<file path="src/rtl/hankel_stream_gen_if.sv">
// Bundle between the Hankel/Toeplitz generator, its sample RAM and the matrix consumer.
// master = generator side, slave = environment (requester, memory, downstream sink).
interface hankel_stream_gen_if #(
  parameter int WIDTH = 16,
  parameter int ADDR  = 8,
  parameter int IDXW  = 8
);
  logic             start;
  logic             mode;
  logic [ADDR-1:0]  base_addr;
  logic             rd;
  logic [ADDR-1:0]  addr;
  logic [WIDTH-1:0] data;
  logic             m_valid;
  logic             m_ready;
  logic [WIDTH-1:0] m_data;
  logic [IDXW-1:0]  m_row;
  logic [IDXW-1:0]  m_col;
  logic             m_last;
  logic             busy;
  logic             done;

  modport master (
    input  start, mode, base_addr, data, m_ready,
    output rd, addr, m_valid, m_data, m_row, m_col, m_last, busy, done
  );
  modport slave (
    output start, mode, base_addr, data, m_ready,
    input  rd, addr, m_valid, m_data, m_row, m_col, m_last, busy, done
  );
endinterface

</file>
<file path="src/rtl/hankel_stream_gen.sv">
// Fetches ROW+COL-1 samples into a local buffer, then streams the Hankel or Toeplitz
// matrix row-major on a valid/ready port.
module hankel_stream_gen #(
  parameter int ROW   = 4,
  parameter int COL   = 4,
  parameter int WIDTH = 16,
  parameter int ADDR  = 8,
  parameter int IDXW  = 8
) (
  input  logic clk,
  input  logic rst_n,
  hankel_stream_gen_if.master bus
);
  localparam int N  = ROW + COL - 1;
  localparam int CW = (N > 1) ? $clog2(N) : 1;

  typedef enum logic [1:0] {IDLE, FETCH, EMIT, DONE} state_t;
  state_t state, nxt;

  logic             mode_q;
  logic [CW-1:0]    fidx;
  logic             cap_vld;
  logic [CW-1:0]    cap_idx;
  logic [WIDTH-1:0] sbuf [2**CW];
  logic [IDXW-1:0]  nr, nc;
  logic [CW-1:0]    ei;
  logic [WIDTH-1:0] ev;
  logic             nlast, hs, load_first;

  assign hs         = bus.m_valid & bus.m_ready;
  assign load_first = (state == FETCH) && cap_vld && (cap_idx == CW'(N-1));

  function automatic logic [CW-1:0] eidx(input logic [IDXW-1:0] r, input logic [IDXW-1:0] c,
                                         input logic md);
    int v;
    v = md ? (int'(r) - int'(c) + COL - 1) : (int'(r) + int'(c));
    return CW'(v);
  endfunction

  // Next element coordinates and value; the bypass covers the sample captured this very edge
  // (e.g. ROW=1 Toeplitz starts on the last fetched sample).
  always_comb begin
    nr = bus.m_row;
    nc = bus.m_col;
    if (load_first) begin
      nr = '0;
      nc = '0;
    end else if (bus.m_col == IDXW'(COL-1)) begin
      nc = '0;
      nr = bus.m_row + 1'b1;
    end else begin
      nc = bus.m_col + 1'b1;
    end
    nlast = (nr == IDXW'(ROW-1)) && (nc == IDXW'(COL-1));
    ei    = eidx(nr, nc, mode_q);
    ev    = (cap_vld && cap_idx == ei) ? bus.data : sbuf[ei];
  end

  always_comb begin
    nxt = state;
    case (state)
      IDLE:  if (bus.start) nxt = FETCH;
      FETCH: if (load_first) nxt = EMIT;
      EMIT:  if (hs && bus.m_last) nxt = DONE;
      DONE:  nxt = IDLE;
      default: nxt = IDLE;
    endcase
  end

  always_ff @(posedge clk or negedge rst_n) begin
    if (!rst_n) state <= IDLE;
    else        state <= nxt;
  end

  always_ff @(posedge clk or negedge rst_n) begin
    if (!rst_n) begin
      mode_q      <= 1'b0;
      fidx        <= '0;
      cap_vld     <= 1'b0;
      cap_idx     <= '0;
      bus.rd      <= 1'b0;
      bus.addr    <= '0;
      bus.m_valid <= 1'b0;
      bus.m_data  <= '0;
      bus.m_row   <= '0;
      bus.m_col   <= '0;
      bus.m_last  <= 1'b0;
      bus.busy    <= 1'b0;
      bus.done    <= 1'b0;
    end else begin
      bus.busy <= (nxt != IDLE);
      bus.done <= (nxt == DONE);
      // Read data returns one cycle after rd, so the capture slot trails the read by one.
      cap_vld  <= bus.rd;
      cap_idx  <= fidx;
      if (state == IDLE && bus.start) begin
        mode_q   <= bus.mode;
        bus.addr <= bus.base_addr;
        bus.rd   <= 1'b1;
        fidx     <= '0;
      end else if (bus.rd) begin
        if (fidx == CW'(N-1)) begin
          bus.rd <= 1'b0;
        end else begin
          fidx     <= fidx + 1'b1;
          bus.addr <= bus.addr + 1'b1;
        end
      end
      if (load_first || (state == EMIT && hs && !bus.m_last)) begin
        bus.m_valid <= 1'b1;
        bus.m_data  <= ev;
        bus.m_row   <= nr;
        bus.m_col   <= nc;
        bus.m_last  <= nlast;
      end else if (state == EMIT && hs) begin
        bus.m_valid <= 1'b0;
        bus.m_last  <= 1'b0;
      end
    end
  end

  always_ff @(posedge clk) begin
    if (cap_vld) sbuf[cap_idx] <= bus.data;
  end
endmodule

</file>
<file path="src/flat_wrapper.sv">
// flat-port wrapper written by rule: the top's interface ports become plain ports
module hankel_stream_gen_flat 
#(
  parameter int ROW   = 4,
  parameter int COL   = 4,
  parameter int WIDTH = 16,
  parameter int ADDR  = 8,
  parameter int IDXW  = 8
)
  (clk, rst_n, bus_start, bus_mode, bus_base_addr, bus_data, bus_m_ready, bus_rd, bus_addr, bus_m_valid, bus_m_data, bus_m_row, bus_m_col, bus_m_last, bus_busy, bus_done);
  hankel_stream_gen_if #(.WIDTH(WIDTH), .ADDR(ADDR), .IDXW(IDXW)) bus_i ();
  input  logic clk;
  input  logic rst_n;
  input wire logic [$bits(bus_i.start)-1:0] bus_start;
  input wire logic [$bits(bus_i.mode)-1:0] bus_mode;
  input wire logic [$bits(bus_i.base_addr)-1:0] bus_base_addr;
  input wire logic [$bits(bus_i.data)-1:0] bus_data;
  input wire logic [$bits(bus_i.m_ready)-1:0] bus_m_ready;
  output wire logic [$bits(bus_i.rd)-1:0] bus_rd;
  output wire logic [$bits(bus_i.addr)-1:0] bus_addr;
  output wire logic [$bits(bus_i.m_valid)-1:0] bus_m_valid;
  output wire logic [$bits(bus_i.m_data)-1:0] bus_m_data;
  output wire logic [$bits(bus_i.m_row)-1:0] bus_m_row;
  output wire logic [$bits(bus_i.m_col)-1:0] bus_m_col;
  output wire logic [$bits(bus_i.m_last)-1:0] bus_m_last;
  output wire logic [$bits(bus_i.busy)-1:0] bus_busy;
  output wire logic [$bits(bus_i.done)-1:0] bus_done;
  assign bus_i.start = bus_start;
  assign bus_i.mode = bus_mode;
  assign bus_i.base_addr = bus_base_addr;
  assign bus_i.data = bus_data;
  assign bus_i.m_ready = bus_m_ready;
  assign bus_rd = bus_i.rd;
  assign bus_addr = bus_i.addr;
  assign bus_m_valid = bus_i.m_valid;
  assign bus_m_data = bus_i.m_data;
  assign bus_m_row = bus_i.m_row;
  assign bus_m_col = bus_i.m_col;
  assign bus_m_last = bus_i.m_last;
  assign bus_busy = bus_i.busy;
  assign bus_done = bus_i.done;
  hankel_stream_gen #(.ROW(ROW), .COL(COL), .WIDTH(WIDTH), .ADDR(ADDR), .IDXW(IDXW)) u_core (.clk(clk), .rst_n(rst_n), .bus(bus_i));
endmodule
</file>
<file path="config.mk">
export PLATFORM = sky130hd
export DESIGN_NAME = hankel_stream_gen_flat
export DESIGN_NICKNAME = d
export VERILOG_FILES = /design/src/rtl/hankel_stream_gen_if.sv /design/src/rtl/hankel_stream_gen.sv /design/src/flat_wrapper.sv
export SDC_FILE = /design/constraint.sdc
export NUM_CORES = 1
export LEC_CHECK = 0
export BUFFER_PORTS_ARGS = -buffer_cell sky130_fd_sc_hd__buf_4
export CORE_MARGIN = 1.5
export CORE_UTILIZATION = 38
export CTS_CLUSTER_DIAMETER = 30
export CTS_CLUSTER_SIZE = 24
export DETAILED_ROUTE_END_ITERATION = 8
export HOLD_SLACK_MARGIN = 0.02
export PLACE_DENSITY = 0.6
export SYNTH_ARGS = -nofsm -noshare
export SYNTH_HDL_FRONTEND = slang
export SYNTH_SLANG_ARGS = --single-unit
</file>
<file path="constraint.sdc">
create_clock -name clk -period 5.7 [get_ports clk]
set_input_delay 1.14 -clock clk [delete_from_list [all_inputs] [get_ports clk]]
set_output_delay 1.14 -clock clk [all_outputs]
set_load 0.1 [all_outputs]
</file>
==> results.py, run 1 <==
metrics = {
    "power": {
        "vdd_drop_max_v": 0.000448,
        "powerDensity_nw_per_um2": 605,
        "power.leakage_nw": 3.62,
    },
    "timing": {
        "relSlewSlack_pct": 21.4,
        "skew_ns": 0.0105,
        "finalCritPeriodShare_pct": 80.0,
        "period_needed_ns": 4.56,
        "fin_ws_ns": 1.14,
        "finalHoldViolations": 0,
        "fmax_ghz": 0.219,
        "worst_pin_slew_ns": 1.18,
        "setup_viol": 0,
        "setup_tns_ns": 0,
        "maxSlewViolCount": 0,
        "rsz0062_at_grt": "no",
    },
    "floorplanning": {
        "initial_core_util_pct": 38.8,
        "io-pin-count": 74,
        "die_y_um": 147,
        "core_sq_um": 20300,
        "die_x_um": 147,
        "dieArea_sq_um": 21600,
        "rows": 52,
    },
    "run": {
        "max_cap_violations": 0,
    },
    "yosys": {
        "synth-edff-count": 128,
        "netlist_area_sq_um": 7880,
        "synth_flop_cell": "edfxtp_1",
        "synth_cell_types": 48,
        "netlist_instances": 527,
        "ys_warn_count": 0,
        "ys_seq_area_share_pct": 66.2,
        "async_flop_share_pct": 30.1,
        "syn_area_per_cell_sq_um": 15.0,
        "syn-num-nets": 567,
        "synth_seq_cells": 183,
    },
    "routing": {
        "wl_met2_um": 7940,
        "avgViaCountPerCell": 5.18,
        "wl_met3_um": 900,
        "antenna_left": 0,
        "drc": 0,
        "vias": 4618,
        "wl_um": 16500,
        "wl_per_cell_um": 18.5,
        "dr.first_iter.drc_count": 330,
        "met1Wirelength_um": 7400,
        "highest_layer": "met4",
        "first_pass_iters": 6,
    },
    "clock_network": {
        "cts_resized": 0,
        "htree_levels": 4,
        "clockBufferDepth": 2,
        "insertion_delay_ns": 0.43,
        "tritoncts": "built",
        "cts.root.buffer_cell": "clkbuf_16",
        "clk_pin_slew_ns": 0.07,
        "cts_buffers": 17,
        "holdBufCountCts": 0,
        "clock_sinks": 183,
        "postCtsSetupBuffers": 0,
    },
    "place": {
        "dp_hpwl_um": 10200,
        "gp_congestion": 0.825,
        "pre_cts_ws_ns": 1.16,
        "portBuffers": 73,
    },
    "grt": {
        "grt_pass1_wl_um": 26300,
        "grt_pass1_vias": 4682,
        "grt_max_degree": 65,
        "grt-ovfl-total": 0,
        "grtUsageTotal_pct": 16.0,
        "antenna_found_initial": 0,
    },
    "hold_path": {
        "hold_class": "reg2reg",
        "holdCritStartpoint": "u_core.bus.rd$_DFF_PN0_",
        "holdPathEnd": "u_core.cap_vld$_DFF_PN0_",
        "min_path_cells": 0,
    },
    "worst_setup_path": {
        "rrSetupSlack_ns": 1.14,
        "worstSetupStartpointType": "flop",
        "reg2reg_from": "u_core.bus.m_col[0]$_DFFE_PN0P_",
        "worstSetupPathType": "reg2reg",
        "cp_max_fo": 17,
        "crit_required_ns": 5.98,
        "cp.arrival_ns": 4.84,
        "crit_start": "u_core.bus.m_col[0]$_DFFE_PN0P_",
        "reg2reg_depth": 14,
        "r2r-end": "u_core.bus.m_data[3]$_DFFE_PN0P_",
        "cp-end-kind": "flop",
    },
    "run_status": {
        "status": "finished, final reports clean",
    },
    "finish": {
        "drive_gt1_share_pct": 25.7,
        "num_antenna_cells": 0,
        "num-nets-final": 649,
        "area_growth_pct": 19.5,
    },
}
-- cell usage after synthesis (2+ instances only) --
cell / number / share of area, %
xnor2_1: 12 / 1.3
inv_1: 7 / 0.33
clkbuf_1: 17 / 0.81
o21ai_0: 10 / 0.64
dfrtp_1: 55 / 17
ha_1: 11 / 1.7
a211oi_2: 10 / 1.6
mux2i_1: 68 / 8.6
nand2_1: 25 / 1.2
nor2_1: 43 / 2.0
a211oi_1: 6 / 0.57
nand2b_1: 3 / 0.24
nand4_1: 6 / 0.48
nor3b_1: 2 / 0.19
mux2_2: 4 / 0.57
xor2_1: 17 / 1.9
or2_2: 3 / 0.24
or4_4: 2 / 0.29
or3_1: 3 / 0.24
and3_1: 4 / 0.32
nand3_1: 14 / 0.89
o31ai_1: 2 / 0.19
edfxtp_1: 128 / 49
buf_2: 3 / 0.19
a21oi_1: 9 / 0.57
nor3_1: 26 / 1.7
mux4_2: 16 / 4.6
-- layer usage --
layer / track usage (%) / up-vias
met4: 5.20 / 0
met1: 22.1 / 2309
met2: 25.6 / 139
met3: 3.32 / 18
li1: - / 2152
met5: 0 / -
-- placed cells by master (no fill, tap or decap), types with 9 or more instances in the layout --
| cell type | count |
|---|---|
| a21oi_1 | 9 |
| nor2_1 | 43 |
| buf_4 | 83 |
| nand3_1 | 14 |
| a211oi_2 | 10 |
| edfxtp_1 | 128 |
| xnor2_1 | 11 |
| dfrtp_1 | 55 |
| nor3_1 | 24 |
| ha_1 | 11 |
| xor2_1 | 17 |
| o21ai_0 | 10 |
| mux4_2 | 16 |
| nand2_1 | 25 |
| mux2i_1 | 66 |
| clkbuf_16 | 17 |
-- registers in the layout (all words and copies together) (netlist names) --
name and flops:
u_core.bus.addr 8, u_core.bus.m_last 1, u_core.bus.m_row 8, u_core.state 2, u_core.bus.done 1, u_core.cap_vld 1
u_core.fidx 3, u_core.bus.m_data 16, u_core.bus.m_col 8, u_core.cap_idx 3, u_core.mode_q 1, u_core.bus.m_valid 1
u_core.bus.rd 1, u_core.sbuf 128, u_core.bus.busy 1
-- power by group --
group	switching, mW	leakage [nW]	internal [mW]
logic	1.64	1.52	0.963
registers	0.188	1.83	1.76
clock network	0.524	0.269	0.616
-- critical path, cell delays in order (launching register included) --
cell      delay [ns]
dfrtp_1         0.52
ha_1            0.30
or3b_2          0.52
nor2_1          0.48
nand2_1         0.20
a21oi_1         0.27
ha_1            0.29
ha_1            0.19
xnor2_1         0.12
a21oi_1         0.24
xor2_2          0.25
xnor2_1         0.14
buf_4           0.25
o21a_2          0.46
a211oi_1        0.15
-- kinds of logic after synthesis --
group,Yosys count,share of synthesized area [%]
flip-flops,183,66.2
adder cells (fa/ha/maj),11,1.75
buffers and inverters,28,1.48
AND/OR/NAND/NOR,140,8.67
XOR/XNOR,30,3.43
multiplexers,89,13.9
AO/OA/AOI/OAI,46,4.51
-- per-stage QoR --
step                      instance area, sq um  total power, mW  util, %  hold slack [ns]  instances
after floorplan                           7880             3.92        -            0.392        527
after global placement                    8840             4.57     43.6            0.392        860
after detailed placement                  8840             4.62     43.6            0.407        860
after CTS                                 9420             5.76     46.4            0.437        892
after global routing                      9420             5.98     46.4            0.459        892
final                                     9420             5.70     46.4            0.416        892
-- worst max path at each step --
stage	end	cells after the start
finish	u_core.bus.m_data[3]$_DFFE_PN0P_	14
global route	u_core.bus.m_data[3]$_DFFE_PN0P_	14
CTS	u_core.bus.m_data[3]$_DFFE_PN0P_	14
detailed placement	u_core.bus.m_data[3]$_DFFE_PN0P_	14
global placement	u_core.bus.m_data[7]$_DFFE_PN0P_	14
floorplan	u_core.bus.m_data[15]$_DFFE_PN0P_	13
-- final cells by class --
type	count	area, sq um
clock inverters	13	141
repair buffers	84	643
inverters	7	26.3
well taps	270	338
clock buffers	19	433
flip-flops and latches	183	5220
multi-input cells	316	2620
fillers	1823	10900
No activity file was read; power rests on OpenSTA's default activity.
==> run 2, diff against run 1 <==
==> constraint.sdc (replaced) <==
create_clock -name clk -period 4.58 [get_ports clk]
set_input_delay 0.916 -clock clk [delete_from_list [all_inputs] [get_ports clk]]
set_output_delay 0.916 -clock clk [all_outputs]
set_load 0.1 [all_outputs]
==> run 2 against run 1 <==
Effect of this change: design area up 0.29%; sequential power up 24%; setup slack worse by 0.58 ns; combinational power up 25%; critical endpoint is now u_core.bus.m_data[7]$_DFFE_PN0P_; largest power group unchanged; highest routed layer unchanged.
==> results.py, run 2 (same netlist as run 1, synthesis figures left out) <==
metrics = {
    "run_status": {
        "status": "finished, final reports clean",
    },
    "routing": {
        "wl_per_cell_um": 18.8,
        "antenna_left": 0,
        "avgViaCountPerCell": 5.26,
        "drc": 0,
        "wl_um": 16800,
        "dr.first_iter.drc_count": 300,
        "first_pass_iters": 4,
        "vias": 4709,
    },
    "floorplanning": {
        "rows": 52,
        "die_y_um": 147,
        "dieArea_sq_um": 21600,
        "core_sq_um": 20300,
        "die_x_um": 147,
        "io-pin-count": 74,
        "initial_core_util_pct": 38.8,
    },
    "clock_network": {
        "insertion_delay_ns": 0.43,
        "cts_resized": 0,
        "postCtsSetupBuffers": 0,
        "tritoncts": "built",
        "clk_pin_slew_ns": 0.07,
        "clock_sinks": 183,
        "cts.root.buffer_cell": "clkbuf_16",
        "cts_buffers": 17,
        "holdBufCountCts": 0,
        "clockBufferDepth": 2,
        "htree_levels": 4,
    },
    "timing": {
        "worst_pin_slew_ns": 1.24,
        "period_needed_ns": 4.02,
        "setup_viol": 0,
        "fin_ws_ns": 0.559,
        "finalHoldViolations": 0,
        "relSlewSlack_pct": 17.2,
        "fmax_ghz": 0.249,
        "skew_ns": 0.00921,
        "finalCritPeriodShare_pct": 87.8,
        "rsz0062_at_grt": "no",
        "setup_tns_ns": 0,
        "maxSlewViolCount": 0,
    },
    "finish": {
        "num-nets-final": 653,
        "area_growth_pct": 19.8,
        "final_cell_mix": "edfxtp_1 (128), buf_4 (87), mux2i_1 (66), dfrtp_1 (53), nor2_1 (43)",
        "num_antenna_cells": 0,
        "fillers": 1798,
        "ff_latch_area_sq_um": 5220,
        "drive_gt1_share_pct": 26.7,
        "regMostFlops": "u_core.sbuf",
        "largest_register_ffs": 128,
        "mostFrequentLayoutCell": "edfxtp_1",
        "final_area_sq_um": 9440,
        "multi_input_area_sq_um": 2620,
        "top_regs": "u_core.sbuf: 128 flops, u_core.bus.m_data: 16 flops",
    },
    "place": {
        "pre_cts_ws_ns": 0.559,
        "gp_congestion": 0.874,
        "place_area_sq_um": 8870,
        "dp_hpwl_um": 10300,
        "portBuffers": 73,
    },
    "worst_setup_path": {
        "rrSetupSlack_ns": 0.56,
        "r2r-end": "u_core.bus.m_data[7]$_DFFE_PN0P_",
        "cp.arrival_ns": 4.35,
        "reg2reg_from": "u_core.bus.m_col[0]$_DFFE_PN0P_",
        "reg2reg_depth": 14,
        "worstSetupPathType": "reg2reg",
        "crit_required_ns": 4.91,
        "cp-end-kind": "flop",
        "cp_max_fo": 16,
        "crit_start": "u_core.bus.m_col[0]$_DFFE_PN0P_",
        "critical_path.endpoint": "u_core.bus.m_data[7]$_DFFE_PN0P_",
        "worstSetupStartpointType": "flop",
    },
    "grt": {
        "grt_max_degree": 56,
        "grt_pass1_wl_um": 26700,
        "use_met1_pct": 21.4,
        "grt-ovfl-total": 0,
        "met3_usage_pct": 3.66,
        "met2_usage_pct": 27.1,
        "grtUsageTotal_pct": 16.4,
        "grt_pass1_vias": 4834,
        "antenna_found_initial": 0,
        "busiest_layer": "met2",
    },
    "power": {
        "pwr-share-seq_pct": 34.1,
        "pwr-share-clk_pct": 19.9,
        "fin_total_pwr_mw": 7.09,
        "power.leakage_nw": 3.64,
        "swShare_pct": 41.1,
        "p_switching_mw": 2.92,
        "p_int_mw": 4.17,
        "powerDensity_nw_per_um2": 751,
        "vdd_drop_max_v": 0.000540,
        "power_frac_comb_pct": 46.0,
    },
    "run": {
        "max_cap_violations": 0,
    },
    "hold_path": {
        "hold_class": "reg2reg",
    },
}
## run 2: cell types whose count changed in the layout (fill, tap and decap cells not counted), sizes merged
cell | before | now
inv | 12 | 13
clkinvlp | 4 | 5
clkbuf | 19 | 18
clkinv | 3 | 2
buf | 84 | 88
## run 2: worst max-delay path: stages (launching register included)
cell and delay [ns]:
dfrtp_2 0.45, ha_1 0.27, or3b_2 0.51, or2_1 0.35
nand2_1 0.11, a21oi_1 0.10, ha_1 0.30, ha_1 0.19
xnor2_1 0.12, a21oi_1 0.24, xor2_2 0.25, xnor2_2 0.14
buf_4 0.30, mux4_2 0.34, a211oi_1 0.26
## run 2: stage by stage
| stage | cells | utilization, % | hold WS, ns |
|---|---|---|---|
| final | 896 | 46.5 | 0.437 |
| after global routing | 896 | 46.5 | 0.462 |
| after CTS | 896 | 46.5 | 0.439 |
| after detailed placement | 864 | 43.7 | 0.418 |
| after global placement | 864 | 43.7 | 0.399 |
| after floorplan | 527 | - | 0.392 |
## run 2: cell type report
cell class	instances	area share, %
sequential	183	55.3
multi-input combinational	316	27.7
timing repair buffer	88	7.13
clock buffer	18	4.54
tap	270	3.58
clock inverter	14	1.48
inverter	7	0.278
## run 2: worst min-delay path by stage
stage | from | endpoint | cells after the start
finish | u_core.bus.rd$_DFF_PN0_ | u_core.cap_vld$_DFF_PN0_ | 0
global route | u_core.bus.rd$_DFF_PN0_ | u_core.cap_vld$_DFF_PN0_ | 0
CTS | u_core.bus.rd$_DFF_PN0_ | u_core.cap_vld$_DFF_PN0_ | 0
floorplan | u_core.fidx[2]$_DFFE_PN0P_ | u_core.cap_idx[2]$_DFF_PN0_ | 0
global placement | u_core.bus.rd$_DFF_PN0_ | u_core.cap_vld$_DFF_PN0_ | 0
detailed placement | u_core.bus.rd$_DFF_PN0_ | u_core.cap_vld$_DFF_PN0_ | 0
## run 2: power groups by stage
stage | clock (mW) | combinational [mW] | sequential [mW]
final | 1.41 | 3.26 | 2.42
after floorplan | 0 | 1.73 | 3.15
after CTS | 1.44 | 3.30 | 2.42
after global routing | 1.51 | 3.47 | 2.46
after global placement | 0 | 3.25 | 2.44
after detailed placement | 0 | 3.30 | 2.45
## run 2: layer usage
metal | part of all wire [%] | wire length (um)
met1 | 44 | 7350
met2 | 50 | 8390
met3 | 4.6 | 779
met4 | 1.8 | 308
met5 | 0 | 0
